[src/rtl/rr_priority_arbiter_pkg.sv]
// Shared types and helpers for the round-robin arbiter slice.
package arb_pkg;

  typedef enum logic [0:0] {
    IDLE  = 1'b0,
    GRANT = 1'b1
  } arb_state_e;

  function automatic int idx_width(input int n);
    if (n <= 1) begin
      return 1;
    end else begin
      return $clog2(n);
    end
  endfunction

endpackage

[src/rtl/rr_priority_arbiter_pick.sv]
// Rotating-priority pick: lowest set bit at or above ptr, else lowest set bit overall,
// with one optional index excluded from the candidates.
module rr_pick
  import arb_pkg::*;
#(
  parameter int NUM_REQ = 8,
  parameter int IDX_W   = idx_width(NUM_REQ)
) (
  input  logic [NUM_REQ-1:0] req,
  input  logic [IDX_W-1:0]   ptr,
  input  logic [IDX_W-1:0]   excl_idx,
  input  logic               excl_en,
  output logic [IDX_W-1:0]   pick_idx,
  output logic               pick_valid
);

  logic [NUM_REQ-1:0] cand;
  logic [NUM_REQ-1:0] hi;
  logic [IDX_W-1:0]   hi_idx;
  logic [IDX_W-1:0]   lo_idx;
  logic               hi_found;
  logic               lo_found;

  // Candidate masking followed by the two lowest-index encoders.
  always_comb begin
    cand     = req;
    hi       = {NUM_REQ{1'b0}};
    hi_idx   = {IDX_W{1'b0}};
    lo_idx   = {IDX_W{1'b0}};
    hi_found = 1'b0;
    lo_found = 1'b0;

    for (int i = 0; i < NUM_REQ; i++) begin
      if (excl_en && (excl_idx == IDX_W'(i))) begin
        cand[i] = 1'b0;
      end else begin
        cand[i] = req[i];
      end
      if (IDX_W'(i) >= ptr) begin
        hi[i] = cand[i];
      end else begin
        hi[i] = 1'b0;
      end
    end

    for (int i = 0; i < NUM_REQ; i++) begin
      if (!hi_found && hi[i]) begin
        hi_found = 1'b1;
        hi_idx   = IDX_W'(i);
      end else begin
        hi_found = hi_found;
      end
    end

    for (int i = 0; i < NUM_REQ; i++) begin
      if (!lo_found && cand[i]) begin
        lo_found = 1'b1;
        lo_idx   = IDX_W'(i);
      end else begin
        lo_found = lo_found;
      end
    end

    if (hi_found) begin
      pick_idx = hi_idx;
    end else begin
      pick_idx = lo_idx;
    end
    pick_valid = lo_found;
  end

endmodule

[src/rtl/rr_priority_arbiter.sv]
// Round-robin arbiter with grant hold and optional hold-timeout preemption.
// All outputs come straight from registers.
module rr_priority_arbiter
  import arb_pkg::*;
#(
  parameter int NUM_REQ  = 8,
  parameter int MAX_HOLD = 0,
  parameter int IDX_W    = idx_width(NUM_REQ)
) (
  input  logic               clk,
  input  logic               rst_n,
  input  logic [NUM_REQ-1:0] req,
  output logic [NUM_REQ-1:0] gnt,
  output logic               gnt_valid,
  output logic [IDX_W-1:0]   gnt_idx,
  output logic               preempt
);

  localparam int               HOLD_W    = idx_width(MAX_HOLD + 1);
  localparam logic [IDX_W-1:0] LAST_IDX  = IDX_W'(NUM_REQ - 1);
  localparam logic [HOLD_W-1:0] HOLD_MAX = HOLD_W'(MAX_HOLD);
  localparam logic [HOLD_W-1:0] HOLD_LAST = (MAX_HOLD == 0) ? {HOLD_W{1'b0}} : HOLD_W'(MAX_HOLD - 1);
  localparam logic              HOLD_EN  = (MAX_HOLD != 0);

  arb_state_e         state_q, state_d;
  logic [IDX_W-1:0]   ptr_q, ptr_d;
  logic [HOLD_W-1:0]  hold_q, hold_d;
  logic [NUM_REQ-1:0] gnt_q, gnt_d;
  logic [IDX_W-1:0]   gnt_idx_q, gnt_idx_d;
  logic               gnt_valid_q, gnt_valid_d;
  logic               preempt_q, preempt_d;

  logic [IDX_W-1:0]   ptr_adv;
  logic [IDX_W-1:0]   pick_ptr;
  logic [IDX_W-1:0]   pick_idx;
  logic               pick_valid;
  logic [NUM_REQ-1:0] pick_oh;
  logic               in_grant;
  logic               cur_req;
  logic               timeout;

  // While granting, the pick excludes the current owner and starts just past it,
  // so the same instance serves idle arbitration, release and preemption.
  rr_pick #(
    .NUM_REQ (NUM_REQ),
    .IDX_W   (IDX_W)
  ) u_pick (
    .req        (req),
    .ptr        (pick_ptr),
    .excl_idx   (gnt_idx_q),
    .excl_en    (in_grant),
    .pick_idx   (pick_idx),
    .pick_valid (pick_valid)
  );

  // Pointer advance, pick steering and grant decoding.
  always_comb begin
    in_grant = (state_q == GRANT);
    cur_req  = |(req & gnt_q);
    timeout  = HOLD_EN && (hold_q == HOLD_LAST);
    if (gnt_idx_q == LAST_IDX) begin
      ptr_adv = {IDX_W{1'b0}};
    end else begin
      ptr_adv = gnt_idx_q + IDX_W'(1);
    end
    if (in_grant) begin
      pick_ptr = ptr_adv;
    end else begin
      pick_ptr = ptr_q;
    end
    for (int i = 0; i < NUM_REQ; i++) begin
      if (pick_idx == IDX_W'(i)) begin
        pick_oh[i] = 1'b1;
      end else begin
        pick_oh[i] = 1'b0;
      end
    end
  end

  // Next-state logic; a release takes precedence over a coincident timeout.
  always_comb begin
    state_d     = state_q;
    ptr_d       = ptr_q;
    hold_d      = hold_q;
    gnt_d       = gnt_q;
    gnt_idx_d   = gnt_idx_q;
    preempt_d   = 1'b0;

    case (state_q)
      IDLE: begin
        if (pick_valid) begin
          gnt_d     = pick_oh;
          gnt_idx_d = pick_idx;
          hold_d    = {HOLD_W{1'b0}};
          state_d   = GRANT;
        end else begin
          gnt_d     = {NUM_REQ{1'b0}};
          gnt_idx_d = {IDX_W{1'b0}};
          state_d   = IDLE;
        end
      end
      GRANT: begin
        if (!cur_req) begin
          ptr_d  = ptr_adv;
          hold_d = {HOLD_W{1'b0}};
          if (pick_valid) begin
            gnt_d     = pick_oh;
            gnt_idx_d = pick_idx;
            state_d   = GRANT;
          end else begin
            gnt_d     = {NUM_REQ{1'b0}};
            gnt_idx_d = {IDX_W{1'b0}};
            state_d   = IDLE;
          end
        end else if (timeout && pick_valid) begin
          ptr_d     = ptr_adv;
          hold_d    = {HOLD_W{1'b0}};
          gnt_d     = pick_oh;
          gnt_idx_d = pick_idx;
          preempt_d = 1'b1;
        end else if (hold_q != HOLD_MAX) begin
          hold_d = hold_q + HOLD_W'(1);
        end else begin
          hold_d = hold_q;
        end
      end
      default: begin
        state_d   = IDLE;
        ptr_d     = {IDX_W{1'b0}};
        hold_d    = {HOLD_W{1'b0}};
        gnt_d     = {NUM_REQ{1'b0}};
        gnt_idx_d = {IDX_W{1'b0}};
      end
    endcase

    gnt_valid_d = |gnt_d;
  end

  // State, pointer, hold counter and output registers.
  always_ff @(posedge clk or negedge rst_n) begin
    if (!rst_n) begin
      state_q     <= IDLE;
      ptr_q       <= {IDX_W{1'b0}};
      hold_q      <= {HOLD_W{1'b0}};
      gnt_q       <= {NUM_REQ{1'b0}};
      gnt_idx_q   <= {IDX_W{1'b0}};
      gnt_valid_q <= 1'b0;
      preempt_q   <= 1'b0;
    end else begin
      state_q     <= state_d;
      ptr_q       <= ptr_d;
      hold_q      <= hold_d;
      gnt_q       <= gnt_d;
      gnt_idx_q   <= gnt_idx_d;
      gnt_valid_q <= gnt_valid_d;
      preempt_q   <= preempt_d;
    end
  end

  assign gnt       = gnt_q;
  assign gnt_valid = gnt_valid_q;
  assign gnt_idx   = gnt_idx_q;
  assign preempt   = preempt_q;

endmodule

[config.mk]
export PLATFORM = sky130hd
export DESIGN_NAME = rr_priority_arbiter
export DESIGN_NICKNAME = d
export VERILOG_FILES = /design/src/rtl/rr_priority_arbiter_pkg.sv /design/src/rtl/rr_priority_arbiter_pick.sv /design/src/rtl/rr_priority_arbiter.sv
export SDC_FILE = /design/constraint.sdc
export NUM_CORES = 1
export LEC_CHECK = 0
export CORE_UTILIZATION = 43
export DETAILED_ROUTE_END_ITERATION = 7
export GPL_TIMING_DRIVEN = 0
export HOLD_SLACK_MARGIN = 0.06
export PLACE_DENSITY = 0.8
export SYNTH_ARGS = -nofsm -noshare
export SYNTH_HDL_FRONTEND = slang
export SYNTH_SLANG_ARGS = --single-unit
export TNS_END_PERCENT = 100
[constraint.sdc]
create_clock -name clk -period 4.8 [get_ports clk]
set_clock_uncertainty 0.15 [all_clocks]
set_input_delay 0.48 -clock clk [delete_from_list [all_inputs] [get_ports clk]]
set_output_delay 0.48 -clock clk [all_outputs]
set_load 0.02 [all_outputs]
== Yosys cells after proc, flatten, opt, wreduce, memory -nomap -nowiden ==
Index checks and enable logic that the tools add are counted.
W data, S select, Z words.
Cells by class
  $add $sub $neg: 1
  order comparisons: 8
  equal/unequal tests: 15
  multiplexer cells: 66
  bitwise logic cells: 3
  reduce and logical (&&, ||, !) cells: 41
Operators with widths (number)
  $mux W1: 44
  $mux W3: 13
  $eq A3 B3 Y1 const B: 8
  $logic_and A1 B1 Y1: 22
  $mux W8: 2
  $pmux W8 S2: 1
  $reduce_or A8 Y1: 2
  $logic_not A1 Y1: 14
  $eq A3 B2 Y1 const B: 4
  $ge A3 B3 Y1 const A: 4
  $and A8 B8 Y8: 1
  $mux W2: 4
  $eq A3 B1 Y1 const B: 2
  $ge A1 B3 Y1 const A: 2
  $ge A2 B3 Y1 const A: 2
  $logic_not A3 Y1: 2
  $pmux W3 S2: 1
  $add A3 B1 Y3 const B: 1
  $ne A2 B2 Y1 const B: 1
  $not A1 Y1: 2
  $pmux W1 S2: 1
  $reduce_and A2 Y1: 1
Storage, ports and cells
  register bits: 16
  input bits: 10
  output and inout port bits: 13
  word-level logic and storage cells: 139

== Logic depth before layout (Yosys ltp) ==
Gate-level depths: netlist of the first run.
  depth after elaboration: 34
  depth in mapped cells: 10
  mapped depth without buffers: 9

== By module ==
Synthesis of the first run repeated with hierarchy kept, for this count alone.
Second synthesis, totals
  cells, all modules: 134
  area total of the unflattened synthesis: 1282.5 um^2
By module, submodules not included
  rr_priority_arbiter: times used 1, cells each 68, area an instance 824.5 um^2, seq. area each 400.4 um^2
  rr_pick: times used 1, cells each 66, area an instance 457.9 um^2, seq. area each 0.0 um^2

== Least setup slack after synthesis of the first run ==
OpenSTA, ideal clock, no wires.
  kind: flip-flop to flip-flop
  start: reg gnt_idx_q[0], in the netlist gnt_idx[0]
  end: reg gnt_q[1], in the netlist gnt[1]
  library setup time: 0.122 ns
  arrival: 2.726 ns
  data required time: 4.528 ns
  setup slack: 1.802 ns
  cell stages (with the launch flop): 10
  buffers on the path: 0
  period minus slack after synthesis: 2.998 ns
  path through: dfrtp_1 ha_1 ha_1 or3b_1 and4_4 o21ai_4 nand2_1 or4_4 o211a_2 a32o_1
On the way
  longest elaborated chain between the ends: 33
  elaborated cells on any way between the ends: 107
  classes of those cells: add/sub: 1; order compare: 8; eq/ne: 8; mux: 53; reduce/logical: 37
Ends and longest elaborated chain
  start, declared: line rr_priority_arbiter.sv:29  | logic [IDX_W-1:0] gnt_idx_q, gnt_idx_d;
  start signal, assigned: line rr_priority_arbiter.sv:146  | gnt_idx_q <= {IDX_W{1'b0}};
  start signal, assigned: line rr_priority_arbiter.sv:154  | gnt_idx_q <= gnt_idx_d;
  $add A3 B1 Y3 or $eq A3 B3 Y1 (tied branches): line rr_priority_arbiter.sv:64, rr_priority_arbiter_pick.sv:34, rr_priority_arbiter.sv:61
  $mux W3: line rr_priority_arbiter.sv:61  | if (gnt_idx_q == LAST_IDX) begin
  $mux W3: line rr_priority_arbiter.sv:66  | if (in_grant) begin
  $ge A1 B3 Y1: line rr_priority_arbiter_pick.sv:39  | if (IDX_W'(i) >= ptr) begin
  $mux W1: line rr_priority_arbiter_pick.sv:39
  $mux W1: line rr_priority_arbiter_pick.sv:47  | if (!hi_found && hi[i]) begin
  $logic_not A1 Y1: line rr_priority_arbiter_pick.sv:47
  $logic_and A1 B1 Y1: line rr_priority_arbiter_pick.sv:47
  [18 not listed]
  $mux W3 or $mux W1 (tied branches): line rr_priority_arbiter_pick.sv:47
  $mux W3: line rr_priority_arbiter_pick.sv:64  | if (hi_found) begin
  $eq A3 B1 Y1: line rr_priority_arbiter.sv:72  | if (pick_idx == IDX_W'(i)) begin
  $mux W1: line rr_priority_arbiter.sv:72
  $mux W8 (*): line rr_priority_arbiter.sv:91, rr_priority_arbiter.sv:106
  $mux W8: line rr_priority_arbiter.sv:103  | if (!cur_req) begin
  $pmux W8 S2 (*): line rr_priority_arbiter.sv:89  | case (state_q)
  named net gnt_d[1]: line rr_priority_arbiter.sv:28  | logic [NUM_REQ-1:0] gnt_q, gnt_d;
  end signal, assigned: line rr_priority_arbiter.sv:145  | gnt_q <= {NUM_REQ{1'b0}};
  end signal, assigned: line rr_priority_arbiter.sv:153  | gnt_q <= gnt_d;
  end, declared: line rr_priority_arbiter.sv:28
The timed path passes the listed nets; every way through them passes the cells marked *.
A chain may end at the register's enable or synchronous reset.

== Worst setup path after layout of the first run ==
  start: reg gnt_idx_q[0], in the netlist gnt_idx[0]
  end: reg gnt_q[7], in the netlist gnt[7]
On the way
  longest elaborated chain between the ends: 33
  elaborated cells on any way between the ends: 107
  classes of those cells: add/sub: 1; order compare: 8; eq/ne: 8; mux: 53; reduce/logical: 37
Ends and longest elaborated chain (line)
  $add A3 B1 Y3 or $eq A3 B3 Y1 (tied branches): rr_priority_arbiter.sv:64, rr_priority_arbiter_pick.sv:34, rr_priority_arbiter.sv:61
  $mux W3: rr_priority_arbiter.sv:61
  $mux W3: rr_priority_arbiter.sv:66
  $ge A1 B3 Y1: rr_priority_arbiter_pick.sv:39
  $mux W1: rr_priority_arbiter_pick.sv:39
  $mux W1: rr_priority_arbiter_pick.sv:47
  $logic_not A1 Y1: rr_priority_arbiter_pick.sv:47
  $logic_and A1 B1 Y1: rr_priority_arbiter_pick.sv:47
  [18 not listed]
  $mux W3 or $mux W1 (tied branches): rr_priority_arbiter_pick.sv:47
  $mux W3: rr_priority_arbiter_pick.sv:64
  $eq A3 B3 Y1: rr_priority_arbiter.sv:72
  $mux W1: rr_priority_arbiter.sv:72
  $mux W8 (*): rr_priority_arbiter.sv:91, rr_priority_arbiter.sv:106
  $mux W8: rr_priority_arbiter.sv:103
  $pmux W8 S2 (*): rr_priority_arbiter.sv:89
  named net gnt_d[7]: rr_priority_arbiter.sv:28
Marks and branches as above.

==> results.toml, run 1 <==
[routing]
dr.pass1.iters = 4
initialDrtViolationCount = 67
ant_nets = 0
wl_um = 3130
drc = 0
via_count = 1205
vias_per_cell = 6.31
wl_per_cell_um = 16.4

[synth]
synthCells = 136
ys_ff_latch = 16
yosysMostFrequentCell = "dfrtp_1"
avgSynthCellArea_um2 = 8.94
synth-main-ff-cell = "dfrtp_1"
synth_warnings = 0
synth-edff-count = 0
ys_types = 47
syn_nets = 152
yosysTopAreaCell = "dfrtp_1"
synth_common_cells = "dfrtp_1 (16), nand2_1 (11), inv_1 (10)"
yosys-top-cells-area = "dfrtp_1 (33%), a32o_1 (6.6%), ha_1 (6.2%)"
synthArstFlopShare = 1.00
synth_seq_area_share = 0.329
yosysTopAreaCellShare = 0.329
netlist_area_um2 = 1220

[hold_path]
holdCritStartpoint = "gnt[6]"
hold_depth = 1
hold_end = "gnt[6]"
min_path_type = "reg2reg"

[layout]
drive_above_1_share = 0.130
layout.core_utilization = 0.584
antenna-diode-count = 0
stdcell_area_um2 = 1500
fin_cells = 191
area_growth_pct = 23.4
nets = 178

[grt]
grt.busiest_layer = "met2"
use_met1 = 0.337
antenna_found_initial = 0
grt.overflow.total = 0
grt_usage = 0.233
grt_use_met2 = 0.339
grt_max_degree = 17
grt_util_met3 = 0.0355
grt_pass1_wl_um = 4900
first_global_vias = 1027

[placement]
portBuffers = 21
place_inst = 187
globalplace.congestion = 0.983
hpwlAfterDp_um = 2460
place_area_um2 = 1460

[sta]
worstMarginPinSlew_ns = 0.712
tns_ns = 0
hold_violations = 0
whs_ns = 0.382
rsz0062_at_grt = "false"
post-route-period-util = 0.660
slew_violations = 0
max-slew-margin-rel = 0.524
layout_min_cycle_time_ns = 3.17
fmax_ghz = 0.316
setup_viol = 0

[clocking]
cts_tree = "done"
post_cts_buffers = 0
cts-resized-gates = 0
numCtsBuffers = 3
htree_levels = 1
clock_sinks = 16
clockRootBuffer = "clkbuf_4"
clockBufferDepth = 2
ctsHoldBuffers = 0
clk_latency_ns = 0.30
clkTransAtPathRegs_ns = 0.10

[floorplanning]
start_util = 0.474
dieHeight_um = 55.2
io_pins = 23
rows = 18
die_x_um = 55.2
fp.coreArea_um2 = 2570
dieArea_um2 = 3040

[critical_path]
reg2reg_depth = 9
crit_fanout = 9
rr_startpoint = "gnt_idx[0]"
required_ns = 4.84
r2r-end = "gnt[7]"
start_kind = "flip-flop"
crit_arrival_ns = 3.21
r2r_slack_ns = 1.63
critPathKind = "reg2reg"
worstSetupEndpointType = "flip-flop"

[run]
maxCapViolations = 0

[power_and_ir_drop]
leakage_nw = 0.651
power_density_nw_per_um2 = 724
peakVddDrop_uv = 506

[outcome]
outcome = "finished clean"
-- critical path, stage by stage (launching register included) --
cell and delay, ns:
dfrtp_1 0.49, ha_1 0.29, ha_1 0.36, or3b_1 0.39
and4_4 0.20, o21ai_4 0.15, nand2_1 0.08, or4_4 0.53
o211a_2 0.19, a32o_1 0.24
-- state kept, by name, summed over array words and instances, names as in the netlist --
signal     flops
gnt            8
gnt_idx        3
ptr_q          3
gnt_valid      1
in_grant       1
-- area by class of cell --
cell class	count	area (µm²)
fillers	232	1070
multi-input cells	105	749
flip-flops and latches	16	400
repair buffers	21	210
inverters	10	37.5
well taps	30	37.5
clock buffers	4	36.3
plain buffers	5	28.8
-- cells by family after synthesis --
family / Yosys count / share of synthesized area
flip-flops: 16 / 0.329
AND/OR/NAND/NOR: 46 / 0.206
buffers and inverters: 15 / 0.0545
AO/OA/AOI/OAI: 49 / 0.319
adder cells (fa/ha/maj): 6 / 0.0617
other: 1 / 0.00308
multiplexers: 3 / 0.0267
-- stage by stage --
step | setup slack (ns) | power [mW]
after CTS | 1.65 | 1.08
after detailed placement | 1.67 | 0.985
final | 1.63 | 1.09
after global placement | 1.69 | 0.965
after global routing | 1.54 | 1.16
after floorplan | 1.80 | 0.776
-- report_power, final --
part	total, mW	leakage, nW	switching (mW)	internal [mW]
combinational	0.761	0.433	0.429	0.332
sequential	0.233	0.197	0.0497	0.183
clock	0.0927	0.0210	0.0464	0.0463
total	1.09	0.651	0.525	0.562
-- cell usage in the layout, fill, tap and decap left out, types with 2 or more instances in the layout --
master and count:
nand2_1 11, o22ai_1 4, clkbuf_4 3, buf_2 2, inv_1 10, a221oi_1 2, buf_4 2, nand3_1 3
mux2_2 2, o21ai_0 8, clkdlybuf4s50_1 21, a21oi_1 4, ha_1 6, dfrtp_1 16, a32oi_1 2, a32o_1 8
nand2b_1 4, nor2_1 9, or2_2 3, nor2b_1 6, nand3b_1 2, a21o_1 2, a22oi_1 4
-- worst max-delay path by stage --
stage	from	to	slack (ns)	cells after the start
final	gnt_idx[0]	gnt[7]	1.63	9
after global routing	gnt_idx[0]	gnt[7]	1.54	9
after CTS	gnt_idx[0]	gnt[7]	1.65	9
after detailed placement	gnt_idx[0]	gnt[7]	1.67	9
after global placement	gnt_idx[0]	gnt[7]	1.69	9
after floorplan	gnt_idx[0]	gnt[1]	1.80	9
-- per-layer routing --
metal | part of all wire | up-vias
met4 | 0.016 | 0
met1 | 0.47 | 582
li1 | - | 563
met2 | 0.45 | 53
met5 | 0 | -
met3 | 0.065 | 7
No activity file was read; power rests on OpenSTA's default activity.
==> inputs of run 2 (changes only) <==
clock period = 3.3 ns   (was 4.8 ns; I/O delays follow)
==> results of run 2 <==
The final DEF is identical to that of run 1. Status: finished clean.
Among the figures that moved: setup slack after placement 1.67 ns -> 0.168 ns; setup slack after layout 1.63 ns -> 0.132 ns; hold slack 0.382 ns -> 0.299 ns; register-to-register setup slack 1.63 ns -> 0.13 ns; total power 1.09 mW -> 1.58 mW; worst IR drop on VDD 506 µV -> 736 µV
==> inputs of run 3 (changes only) <==
PLACE_DENSITY = 0.66   (was 0.8)
==> run 3 against run 2 <==
  * Maximum frequency is 1.4% higher
  * Setup slack better by 0.043 ns
  * Sequential cell count stayed put
  * Worst hold slack better by 0.028 ns
  * Wire length stayed put
  * Non-clock buffer count stayed put
  * Via count is 3.7% lower
  * Critical endpoint is now gnt[3]
  * Final cell count stayed put
  * Critical path depth stayed put
  * Global-route usage is 0.10 points higher
  * Sequential share of layout area stayed put
==> results.toml, run 3 (synthesis gave the netlist of run 1 again) <==
[critical_path]
crit_fanout = 9
rr_startpoint = "gnt_idx[0]"
reg2reg_depth = 9
start_kind = "flip-flop"
required_ns = 3.33
critPathKind = "reg2reg"
worstSetupEndpointType = "flip-flop"
r2r_slack_ns = 0.18
crit_arrival_ns = 3.15
r2r-end = "gnt[3]"

[layout]
area_growth_pct = 23.4
multiInputGateArea_um2 = 749
fillers = 239
antenna-diode-count = 0
layout_commonest_cell = "clkdlybuf4s50_1"
layout_common_cells = "clkdlybuf4s50_1 (21), dfrtp_1 (16), nand2_1 (11)"
regArea_um2 = 400
largest_reg_flops = 8
drive_above_1_share = 0.130
nets = 178

[placement]
globalplace.congestion = 0.939
portBuffers = 21
hpwlAfterDp_um = 2470

[floorplanning]
dieHeight_um = 55.2
fp.coreArea_um2 = 2570
dieArea_um2 = 3040
die_x_um = 55.2
rows = 18
start_util = 0.474
io_pins = 23

[clocking]
cts_tree = "done"
htree_levels = 1
clock_sinks = 16
clk_latency_ns = 0.28
numCtsBuffers = 3
clockRootBuffer = "clkbuf_4"
clkTransAtPathRegs_ns = 0.10
clockBufferDepth = 2
post_cts_buffers = 0

[power_and_ir_drop]
p_seq_frac = 0.214
leakage_nw = 0.651
pwr-share-clk = 0.084
p_comb_frac = 0.702
p_sw_frac = 0.481
power_density_nw_per_um2 = 1050
p_switching_mw = 0.755
peakVddDrop_uv = 632
internal_power_mw = 0.815

[sta]
slew_violations = 0
setup_viol = 0
hold_violations = 0
whs_ns = 0.327
rsz0062_at_grt = "false"
post-route-period-util = 0.947
fmax_ghz = 0.320
layout_min_cycle_time_ns = 3.12
worstMarginPinSlew_ns = 0.744
tns_ns = 0
max-slew-margin-rel = 0.503

[routing]
ant_nets = 0
wl_per_cell_um = 16.4
dr.pass1.iters = 4
drc = 0
via_count = 1161
initialDrtViolationCount = 42
vias_per_cell = 6.08
wl_um = 3130

[grt]
grt_usage = 0.234
grt_pass1_wl_um = 4960
first_global_vias = 1056
grt.overflow.total = 0
antenna_found_initial = 0
grt_max_degree = 17

[hold_path]
min_path_type = "in2async"

[run]
maxCapViolations = 0

[outcome]
outcome = "finished clean"
## run 3: cell counts in the layout (fill, tap and decap cells not counted)
Identical to the previous run, type by type.
## run 3: final cells by class
type,instances,area share
Multi-Input combinational cell,105,0.500
Sequential cell,16,0.267
Tap cell,30,0.0250
Clock buffer,4,0.0242
Buffer,5,0.0192
Inverter,10,0.0250
Timing Repair Buffer,21,0.140
## run 3: repair_timing
| item | 4_1_cts | 5_1_grt |
|---|---|---|
| setup endpoints to repair | 0 | 4 |
| resized for setup | 0 | 1 |
| hold buffers | 0 | 0 |
## run 3: how the worst max path moves through the flow
stage / from / end / slack [ns] / cells past startpoint
3_3_place_gp: gnt_idx[0] / gnt[5] / 0.17 / 9
6_report: gnt_idx[0] / gnt[3] / 0.18 / 9
5_1_grt: gnt_idx[0] / gnt[3] / 0.06 / 9
2_1_floorplan: gnt_idx[0] / gnt[1] / 0.30 / 9
4_1_cts: gnt_idx[0] / gnt[3] / 0.14 / 9
3_5_place_dp: gnt_idx[0] / gnt[5] / 0.17 / 9
## run 3: critical path: stages, from the launching register on
cell and delay, ns:
dfrtp_1 0.51, ha_1 0.29, ha_1 0.34, or3b_1 0.38
and4_4 0.20, o21ai_4 0.14, nand2_1 0.07, or4_4 0.52
o211a_2 0.19, a32o_1 0.23
## run 3: power groups by stage
stage | combinational [mW] | clock (mW) | sequential, mW
after floorplan | 0.756 | 0 | 0.373
after global placement | 1.08 | 0 | 0.339
after detailed placement | 1.09 | 0 | 0.341
after CTS | 1.10 | 0.135 | 0.337
after global routing | 1.20 | 0.142 | 0.348
final | 1.10 | 0.132 | 0.337
## run 3: stage by stage
step / power (mW) / cells / area [µm²] / setup WS, ns / util
detailed placement: 1.43 / 187 / 1460 / 0.168 / 0.570
floorplan: 1.13 / 136 / 1220 / 0.302 / -
global route: 1.69 / 191 / 1500 / 0.0621 / 0.584
global placement: 1.42 / 187 / 1460 / 0.175 / 0.570
finish: 1.57 / 191 / 1500 / 0.175 / 0.584
CTS: 1.57 / 191 / 1500 / 0.143 / 0.584
## run 3: layer usage
layer  up-vias  global-route usage  wire [µm]
met4         0              0.0292         15
met3         2              0.0410        169
met5         -                   0          0
li1        563                   -          -
met1       557               0.323       1490
met2        39               0.390       1460
